==> config.mk <==
export PLATFORM = sky130hd
export DESIGN_NAME = alu_seq
export DESIGN_NICKNAME = d
export VERILOG_FILES = /design/src/rtl/alu_seq_pkg.sv /design/src/rtl/alu_seq_chunk.sv /design/src/rtl/alu_seq.sv
export SDC_FILE = /design/constraint.sdc
export NUM_CORES = 1
export LEC_CHECK = 0
export CAP_MARGIN = 15
export CORE_MARGIN = 2
export CORE_UTILIZATION = 25
export DETAILED_ROUTE_END_ITERATION = 16
export HOLD_SLACK_MARGIN = 0.03
export SYNTH_ARGS = -nofsm -noshare
export SYNTH_HDL_FRONTEND = slang
export SYNTH_SLANG_ARGS = --single-unit
==> constraint.sdc <==
create_clock -name clk -period 7.25 [get_ports clk]
set_input_delay 1.45 -clock clk [delete_from_list [all_inputs] [get_ports clk]]
set_output_delay 1.45 -clock clk [all_outputs]
set_load 0.02 [all_outputs]
==> src/rtl/alu_seq_pkg.sv <==
// Shared state, opcode and operand-transform helpers for the chunked alu_seq datapath.
// ALU_SEQ_CARRYIN_EN (defined in the top) selects external carry-in for arithmetic 110/111.
package alu_seq_pkg;

    typedef enum logic [1:0] {
        ST_IDLE = 2'd0,
        ST_BUSY = 2'd1,
        ST_DONE = 2'd2
    } state_t;

    typedef enum logic [1:0] {
        B_OP2  = 2'd0,
        B_INV  = 2'd1,
        B_ZERO = 2'd2,
        B_ONES = 2'd3
    } bsel_t;

    localparam logic [2:0] OP_ADD  = 3'b000;
    localparam logic [2:0] OP_SUB  = 3'b001;
    localparam logic [2:0] OP_INC  = 3'b010;
    localparam logic [2:0] OP_DEC  = 3'b011;
    localparam logic [2:0] OP_NEG  = 3'b100;
    localparam logic [2:0] OP_PASS = 3'b101;
    localparam logic [2:0] OP_ADC  = 3'b110;
    localparam logic [2:0] OP_SBB  = 3'b111;

    localparam logic [2:0] OP_AND   = 3'b000;
    localparam logic [2:0] OP_OR    = 3'b001;
    localparam logic [2:0] OP_XOR   = 3'b010;
    localparam logic [2:0] OP_NOT   = 3'b011;
    localparam logic [2:0] OP_NAND  = 3'b100;
    localparam logic [2:0] OP_NOR   = 3'b101;
    localparam logic [2:0] OP_XNOR  = 3'b110;
    localparam logic [2:0] OP_PASSB = 3'b111;

    // Without an external carry-in, 110/111 fall back to plain ADD/SUB.
    function automatic logic init_cin(input logic mode, input logic [2:0] opsel,
                                      input logic ext_en, input logic ext_cin);
        logic c;
        c = 1'b0;
        if (mode) begin
            case (opsel)
                OP_SUB, OP_INC, OP_NEG: c = 1'b1;
                OP_ADC:                 c = ext_en ? ext_cin : 1'b0;
                OP_SBB:                 c = ext_en ? ext_cin : 1'b1;
                default:                c = 1'b0;
            endcase
        end
        return c;
    endfunction

    function automatic bsel_t b_xform(input logic mode, input logic [2:0] opsel);
        bsel_t b;
        b = B_OP2;
        if (mode) begin
            case (opsel)
                OP_ADD, OP_ADC:         b = B_OP2;
                OP_SUB, OP_SBB, OP_NEG: b = B_INV;
                OP_INC, OP_PASS:        b = B_ZERO;
                OP_DEC:                 b = B_ONES;
                default:                b = B_OP2;
            endcase
        end
        return b;
    endfunction

    function automatic logic a_zero(input logic mode, input logic [2:0] opsel);
        return mode && (opsel == OP_NEG);
    endfunction

endpackage

==> src/rtl/alu_seq_chunk.sv <==
// One CHUNK-bit slice of the ALU: adder for arithmetic mode, bitwise ops for logic mode.
module alu_chunk
    import alu_seq_pkg::*;
#(
    parameter int CHUNK = 32
) (
    input  logic [CHUNK-1:0] a,
    input  logic [CHUNK-1:0] b,
    input  logic             mode,
    input  logic [2:0]       opsel,
    input  logic             cin,
    output logic [CHUNK-1:0] res,
    output logic             cout,
    output logic             c_msb
);

    logic [CHUNK:0] w_sum;

    assign w_sum = {1'b0, a} + {1'b0, b} + {{CHUNK{1'b0}}, cin};

    // Carries are forced low in logic mode so the flags fall out as c=0, o=0.
    always_comb begin
        res   = '0;
        cout  = 1'b0;
        c_msb = 1'b0;
        if (mode) begin
            res   = w_sum[CHUNK-1:0];
            cout  = w_sum[CHUNK];
            c_msb = w_sum[CHUNK-1] ^ a[CHUNK-1] ^ b[CHUNK-1];
        end else begin
            case (opsel)
                OP_AND:   res = a & b;
                OP_OR:    res = a | b;
                OP_XOR:   res = a ^ b;
                OP_NOT:   res = ~a;
                OP_NAND:  res = ~(a & b);
                OP_NOR:   res = ~(a | b);
                OP_XNOR:  res = ~(a ^ b);
                default:  res = b;
            endcase
        end
    end

endmodule

==> src/rtl/alu_seq.sv <==
// Multi-cycle WIDTH-bit ALU processing CHUNK bits per clock, LS chunk first, with valid/ready ports.
// Optional: define ALU_SEQ_CARRYIN_EN to add the cin port and ADC/SBB on arithmetic 110/111.
module alu_seq
    import alu_seq_pkg::*;
#(
    parameter int WIDTH = 128,
    parameter int CHUNK = 32
) (
    input  logic             clk,
    input  logic             rst,
    input  logic             in_valid,
    output logic             in_ready,
    input  logic [WIDTH-1:0] op1,
    input  logic [WIDTH-1:0] op2,
    input  logic [2:0]       opsel,
    input  logic             mode,
`ifdef ALU_SEQ_CARRYIN_EN
    input  logic             cin,
`endif
    output logic             out_valid,
    input  logic             out_ready,
    output logic [WIDTH-1:0] result,
    output logic             c_flag,
    output logic             z_flag,
    output logic             o_flag,
    output logic             s_flag
);

    localparam int N  = WIDTH / CHUNK;
    localparam int KW = (N > 1) ? $clog2(N) : 1;
    localparam logic [KW-1:0] K_LAST = KW'(N - 1);

    state_t           r_state;
    state_t           w_state_nxt;
    logic [KW-1:0]    r_k;
    logic [WIDTH-1:0] r_a;
    logic [WIDTH-1:0] r_b;
    logic [WIDTH-1:0] r_res;
    logic [2:0]       r_opsel;
    logic             r_mode;
    logic             r_carry;
    logic             r_zacc;
    logic             r_c;
    logic             r_z;
    logic             r_o;
    logic             r_s;

    logic             w_accept;
    logic             w_last;
    logic             w_ext_en;
    logic             w_ext_cin;
    logic [WIDTH-1:0] w_a_in;
    logic [WIDTH-1:0] w_b_in;
    int unsigned      w_base;
    logic [CHUNK-1:0] w_ca;
    logic [CHUNK-1:0] w_cb;
    logic [CHUNK-1:0] w_cres;
    logic             w_cout;
    logic             w_cmsb;

`ifdef ALU_SEQ_CARRYIN_EN
    assign w_ext_en  = 1'b1;
    assign w_ext_cin = cin;
`else
    assign w_ext_en  = 1'b0;
    assign w_ext_cin = 1'b0;
`endif

    // Operands are pre-transformed at acceptance so every chunk is a plain A + B + carry.
    always_comb begin
        w_a_in = a_zero(mode, opsel) ? '0 : op1;
        case (b_xform(mode, opsel))
            B_INV:   w_b_in = ~op2;
            B_ZERO:  w_b_in = '0;
            B_ONES:  w_b_in = '1;
            default: w_b_in = op2;
        endcase
    end

    assign w_base = int'(r_k) * CHUNK;
    assign w_ca   = r_a[w_base +: CHUNK];
    assign w_cb   = r_b[w_base +: CHUNK];

    alu_chunk #(
        .CHUNK (CHUNK)
    ) u_chunk (
        .a     (w_ca),
        .b     (w_cb),
        .mode  (r_mode),
        .opsel (r_opsel),
        .cin   (r_carry),
        .res   (w_cres),
        .cout  (w_cout),
        .c_msb (w_cmsb)
    );

    always_ff @(posedge clk) begin
        if (rst) begin
            r_state <= ST_IDLE;
        end else begin
            r_state <= w_state_nxt;
        end
    end

    always_comb begin
        w_state_nxt = r_state;
        in_ready    = 1'b0;
        out_valid   = 1'b0;
        w_accept    = 1'b0;
        w_last      = 1'b0;
        case (r_state)
            ST_IDLE: begin
                in_ready = 1'b1;
                if (in_valid) begin
                    w_accept    = 1'b1;
                    w_state_nxt = ST_BUSY;
                end
            end
            ST_BUSY: begin
                w_last = (r_k == K_LAST);
                if (w_last) begin
                    w_state_nxt = ST_DONE;
                end
            end
            ST_DONE: begin
                out_valid = 1'b1;
                if (out_ready) begin
                    w_state_nxt = ST_IDLE;
                end
            end
            default: w_state_nxt = ST_IDLE;
        endcase
    end

    always_ff @(posedge clk) begin
        if (rst) begin
            r_k     <= '0;
            r_a     <= '0;
            r_b     <= '0;
            r_res   <= '0;
            r_opsel <= '0;
            r_mode  <= 1'b0;
            r_carry <= 1'b0;
            r_zacc  <= 1'b0;
            r_c     <= 1'b0;
            r_z     <= 1'b0;
            r_o     <= 1'b0;
            r_s     <= 1'b0;
        end else if (w_accept) begin
            r_k     <= '0;
            r_a     <= w_a_in;
            r_b     <= w_b_in;
            r_opsel <= opsel;
            r_mode  <= mode;
            r_carry <= init_cin(mode, opsel, w_ext_en, w_ext_cin);
            r_zacc  <= 1'b1;
        end else if (r_state == ST_BUSY) begin
            r_res[w_base +: CHUNK] <= w_cres;
            r_carry <= w_cout;
            r_zacc  <= r_zacc & (w_cres == '0);
            r_k     <= r_k + 1'b1;
            // Flags are committed only with the most-significant chunk.
            if (w_last) begin
                r_c <= w_cout;
                r_o <= w_cout ^ w_cmsb;
                r_z <= r_zacc & (w_cres == '0);
                r_s <= w_cres[CHUNK-1];
            end
        end
    end

    assign result = r_res;
    assign c_flag = r_c;
    assign z_flag = r_z;
    assign o_flag = r_o;
    assign s_flag = r_s;

endmodule

Yosys cells after proc, flatten, opt, wreduce, memory -nomap -nowiden
Memory sizes are Yosys's and may differ from the RTL's.
Index checks and enable logic that the tools add are counted.
{ "word_totals": {"ff_bits": 398, "mem_bits_ro": 16, "in_bits": 264, "word_cells": 87, "n_memories": 1} }
{ "classes": {"n_addsub": 4, "n_eq_ne": 19, "shift": 4, "mux": 23, "n_bitwise": 13, "n_reduce_logical": 10} }
{ "mem_list": {"columns": ["memory", "words", "word_bits", "rd", "rd_clocked_by_memory_dff", "write_ports", "line_no", "rtl"], "rows": [
  ["(no name shown)", 8, 2, 1, 0, 0, "alu_seq_pkg.sv:56", "case (opsel)"]
]} }
{ "ops": {"columns": ["cell", "count"], "rows": [
  ["$pmux 128 s3", 1],
  ["$shiftx 128x8->32", 2],
  ["$pmux 32 s7", 1],
  ["$bwmux 128", 1],
  ["$mux 128", 1],
  ["$not 128->128", 1],
  ["$not 32->32", 4],
  ["$shift 32x34->128 const A", 1],
  ["$shiftx 32x34->128", 1],
  ["$neg 7->34", 1],
  ["$add 32x32->33", 1],
  ["$add 33x1->33", 1],
  ["$and 32x32->32", 1],
  ["$logic_not 32->1", 1],
  ["$mux 32", 1],
  ["$or 32x32->32", 1],
  ["$xor 32x32->32", 1],
  ["$eq 3x3->1 const B", 5],
  ["$mux 1", 13],
  ["$eq 3x2->1 const B", 3],
  ["$eq 2x2->1 const B", 4],
  ["$mux 2", 4],
  ["$eq 3x1->1 const B", 2],
  ["$ne 2x2->1 const B", 3],
  ["other kinds (14)", 18]
]} }

Logic depth before layout (Yosys ltp)
{ "depth": {"ltp_word": 9, "ltp_mapped": 20, "ltp_nobuf": 15} }

Hierarchy
From an unflattened synthesis, not the netlist that was laid out.
{ "hier_totals": {"cells_unflattened": 2320, "hier_area_um2": 21583.2} }
{ "by_module_without_submodules": {"columns": ["module", "instances", "cells_per_inst", "area_each_um2"], "rows": [
  ["alu_seq", 1, 1620, 16907.5],
  ["alu_chunk", 1, 700, 4675.7]
]} }

Least setup slack after synthesis
OpenSTA, ideal clock, no wires.
{ "synth_path": {"path_kind": "register -> register", "startpoint": "register r_k[0]", "endpoint": "register r_z, in the netlist z_flag", "setup_time_ns": 0.068, "arrival_time_ns": 4.966, "slack_ns": 2.216, "path_stages_with_launch": 17, "n_path_buf": 3, "cell_sequence": "dfxtp_1 -> buf_6 -> buf_8 -> buf_4 -> mux4_2 -> fa_1 -> fa_1 -> a211oi_1 -> o211ai_1 -> nand3_1 -> a21oi_1 -> or3_1 -> a31o_2 -> or4_1 -> or4_1 -> or4_4 -> o21ai_2"} }
{ "synth_via": {"elab_chain_cells": 7, "elab_cells_between_ends": 18, "cone_classes": "add/sub: 2; eq/ne: 1; shift: 2; mux: 3; bitwise: 8; reduce/logical: 2"} }
{ "synth_rtl": {"columns": ["element", "line_no", "rtl"], "rows": [
  ["start: declaration", "alu_seq.sv:35", "logic [KW-1:0] r_k;"],
  ["start signal: assignment", "alu_seq.sv:161", "r_k <= r_k + 1'b1;"],
  ["branches (longest 7 deep; another with $add 32x32->33)", null, null],
  ["end signal: assignment", "alu_seq.sv:166", "r_z <= r_zacc & (w_cres == '0);"],
  ["end: declaration", "alu_seq.sv:44", "logic r_z;"]
]} }
Parallel ways; which one is timed is not known.
A chain may end at the register's enable or synchronous reset.

Worst setup path in the final report
Same ends and word-level chain as after synthesis.

==> impl_metrics.yaml <==
cts:
  cts_hold_buf: 0
  cts_num_sinks: 398
  htreeDepth: 2
  cts_setup_buffers: 0
  clk_pin_slew_ps: 60
  numCtsBuffers: 46
  clk_latency_ps: 590
  post_cts_resized: 0
  cts.path.max_buffers: 3
  cts_tree: "done"
  cts-root-buf: "clkbuf_16"
global_routing:
  grt_pass1_wl_mm: 114
  grt_antenna_before_repair: 6
  grt_pass1_vias: 17200
  grt_max_degree: 217
  overflow: 0
  grt_use_total: 0.175
synthesis:
  yosys-top-cells-area: "dfxtp_1 (38%), mux4_2 (6.7%), nor2_1 (5.8%)"
  async_flop_share: 0
  synth_edf_count: 0
  syn_avg_cell_area_um2: 8.93
  synth_cells: 2330
  synth_top_cell_area_share: 0.383
  synth_area_um2: 20800
  syn_nets: 2670
  yosysTopAreaCell: "dfxtp_1"
  yosysUniqueCellTypes: 77
  synth-seq-area-share: 0.383
  ys_seq_elements: 398
  ys.flop_type: "dfxtp_1"
  yosys_warnings: 0
critical_path:
  critPathMaxFanout: 40
  crit_family: "simple AND/OR/NAND/NOR gates"
  crit_path_max_incr_delay_ps: 790
  arrival_ps: 6070
  endpoint_kind: "register"
  setup.worst_path.start_class: "register"
  required_ps: 7770
  crit_type: "reg -> reg"
  cp_cell_sequence: "mux4_2, fa_1, fa_1, a211oi_1, o211ai_1, nand3_1, a21oi_1, or3_1, a31o_2, or4_1, or4_1, or4_4, o21ai_2"
  crit_buf_inv: 0
  slowest_stage: "dfxtp_4"
final_layout:
  seq_area_um2: 7980
  syn2layout_area_growth_pct: 30.4
  drive_gt1_frac: 0.0794
  fillers: 8510
  multi_input_area_um2: 11700
  fin_util: 0.330
  mostFrequentLayoutCell: "clkdlybuf4s50_1"
  fin_nets: 2940
  stdcell_count: 3706
  layout_common_cells: "clkdlybuf4s50_1 (396), dfxtp_1 (392), nor2_1 (320), nand2_1 (217), a211oi_1 (141)"
detailed_routing:
  num_vias: 18400
  vias_per_cell: 4.97
  wire_per_inst_um: 20.9
  drc: 0
  drtAntennaViolNets: 0
  routed_wl_mm: 77.6
  drt_iter0_markers: 1401
  drt_pass1_iterations: 7
floorplanning:
  die-area_um2: 85600
  die_w_um: 292
  die_h_um: 292
  core-area_um2: 82200
  initial_core_util: 0.253
  rows: 105
  io_pins: 398
outcome:
  outcome: "finished clean"
placement:
  dp_slack_ps: 1770
  dp_cells: 3622
  hpwl_mm: 58.2
  portBuffers: 397
  gp_congestion: 0.885
power_and_ir_drop:
  p_per_area_nw_per_um2: 223
  ir_drop_mv: 0.198
  p_leak_uw: 0.00990
sta:
  finalSetupViolCount: 0
  skew_ps: 24.5
  fin_ws_ps: 1710
  min_period_ps: 5540
  hold_viol_final: 0
  fin_crit_sh: 0.764
  hold_slack_ps: 452
  rsz0062_at_grt: "false"
  worst_slew_pin_slew_ps: 1210
  drv_slew: 0
  fmax_mhz: 180
  tns_ps: 0
  max_slew_margin: 0.192
hold_path:
  hp-class: "reg -> reg"
job:
  drv_cap: 0
==> report_power, final <==
part	switching, µW	leakage, µW	total [µW]	internal (µW)
clock network	969	0.000726	2310	1340
registers	99.3	0.00326	2420	2320
logic	755	0.00591	1310	554
total	1820	0.00990	6040	4220
==> path summary, 6_finish.rpt <==
check,end,startpoint,cells after the start,slack [ps]
worst min register to register,result[12]$_SDFFE_PP0P_,result[12]$_SDFFE_PP0P_,2,450
worst max register to register,z_flag$_SDFFE_PP0P_,r_k[0]$_SDFFE_PP0P_,13,1710
worst min-delay path,result[12]$_SDFFE_PP0P_,result[12]$_SDFFE_PP0P_,2,450
worst max-delay path,z_flag$_SDFFE_PP0P_,r_k[0]$_SDFFE_PP0P_,13,1710
==> layout make-up <==
class,count,area share
clock buffer,58,0.0463
tap,1070,0.0493
timing repair buffer,430,0.158
antenna,3,0.000277
inverter,79,0.0109
sequential,398,0.294
clock inverter,23,0.00871
multi-input combinational,1645,0.433
==> worst register-to-register path, cell delays in order (launching register included) <==
cell and delay [ps]:
dfxtp_4 790, mux4_2 690, fa_1 470, fa_1 440, a211oi_1 380, o211ai_1 230
nand3_1 270, a21oi_1 120, or3_1 330, a31o_2 280, or4_1 470, or4_1 400
or4_4 510, o21ai_2 110
==> metal layers <==
metal	GRT usage	share of wire	routed length, µm	up-vias
li1	-	-	-	8955
met1	0.241	0.45	34900	8752
met2	0.285	0.47	36300	613
met3	0.0271	0.061	4760	87
met4	0.0425	0.021	1660	2
met5	0	0.00021	16	-
==> Yosys cell counts (all sizes together) (5+ instances only) <==
master and count:
a211o 5, a211oi 141, a21o 10, a21oi 87, a221oi 5, a22o 130
a22oi 119, a311oi 9, a31o 6, and2 5, and3 6, buf 54
clkbuf 154, dfxtp 398, ha 74, inv 79, mux2 7, mux2i 37
mux4 62, nand2 221, nand2b 26, nand3 10, nand3b 5, nand4 12
nor2 321, nor2b 12, nor3 20, nor4 6, o211ai 8, o21a 5
o21ai 63, o22a 5, o22ai 20, o31ai 9, or3 6, or4 5
xnor2 137, xor2 11
==> stage by stage <==
| stage | total power (µW) | instance area (µm²) |
|---|---|---|
| 2_1_floorplan | 3240 | 20800 |
| 3_3_place_gp | 3760 | 25600 |
| 3_5_place_dp | 3770 | 25600 |
| 4_1_cts | 6100 | 27100 |
| 5_1_grt | 6320 | 27100 |
| 6_report | 6040 | 27100 |
==> sequential cells by signal, summed over array words and instances (netlist names) <==
| name | cells |
|---|---|
| r_k | 2 |
| z_flag | 1 |
| o_flag | 1 |
| r_a | 128 |
| c_flag | 1 |
| r_carry | 1 |
| r_b | 128 |
| r_opsel | 3 |
| result | 128 |
| r_state | 2 |
| r_mode | 1 |
| s_flag | 1 |
| r_zacc | 1 |
==> logic make-up after synthesis <==
family / synth area share
simple gates: 0.135
compound gates: 0.229
flops: 0.383
buf+inv: 0.0559
xor+xnor: 0.0623
fa+ha+maj: 0.0464
mux: 0.0887
(Power assumes the default switching activity.)
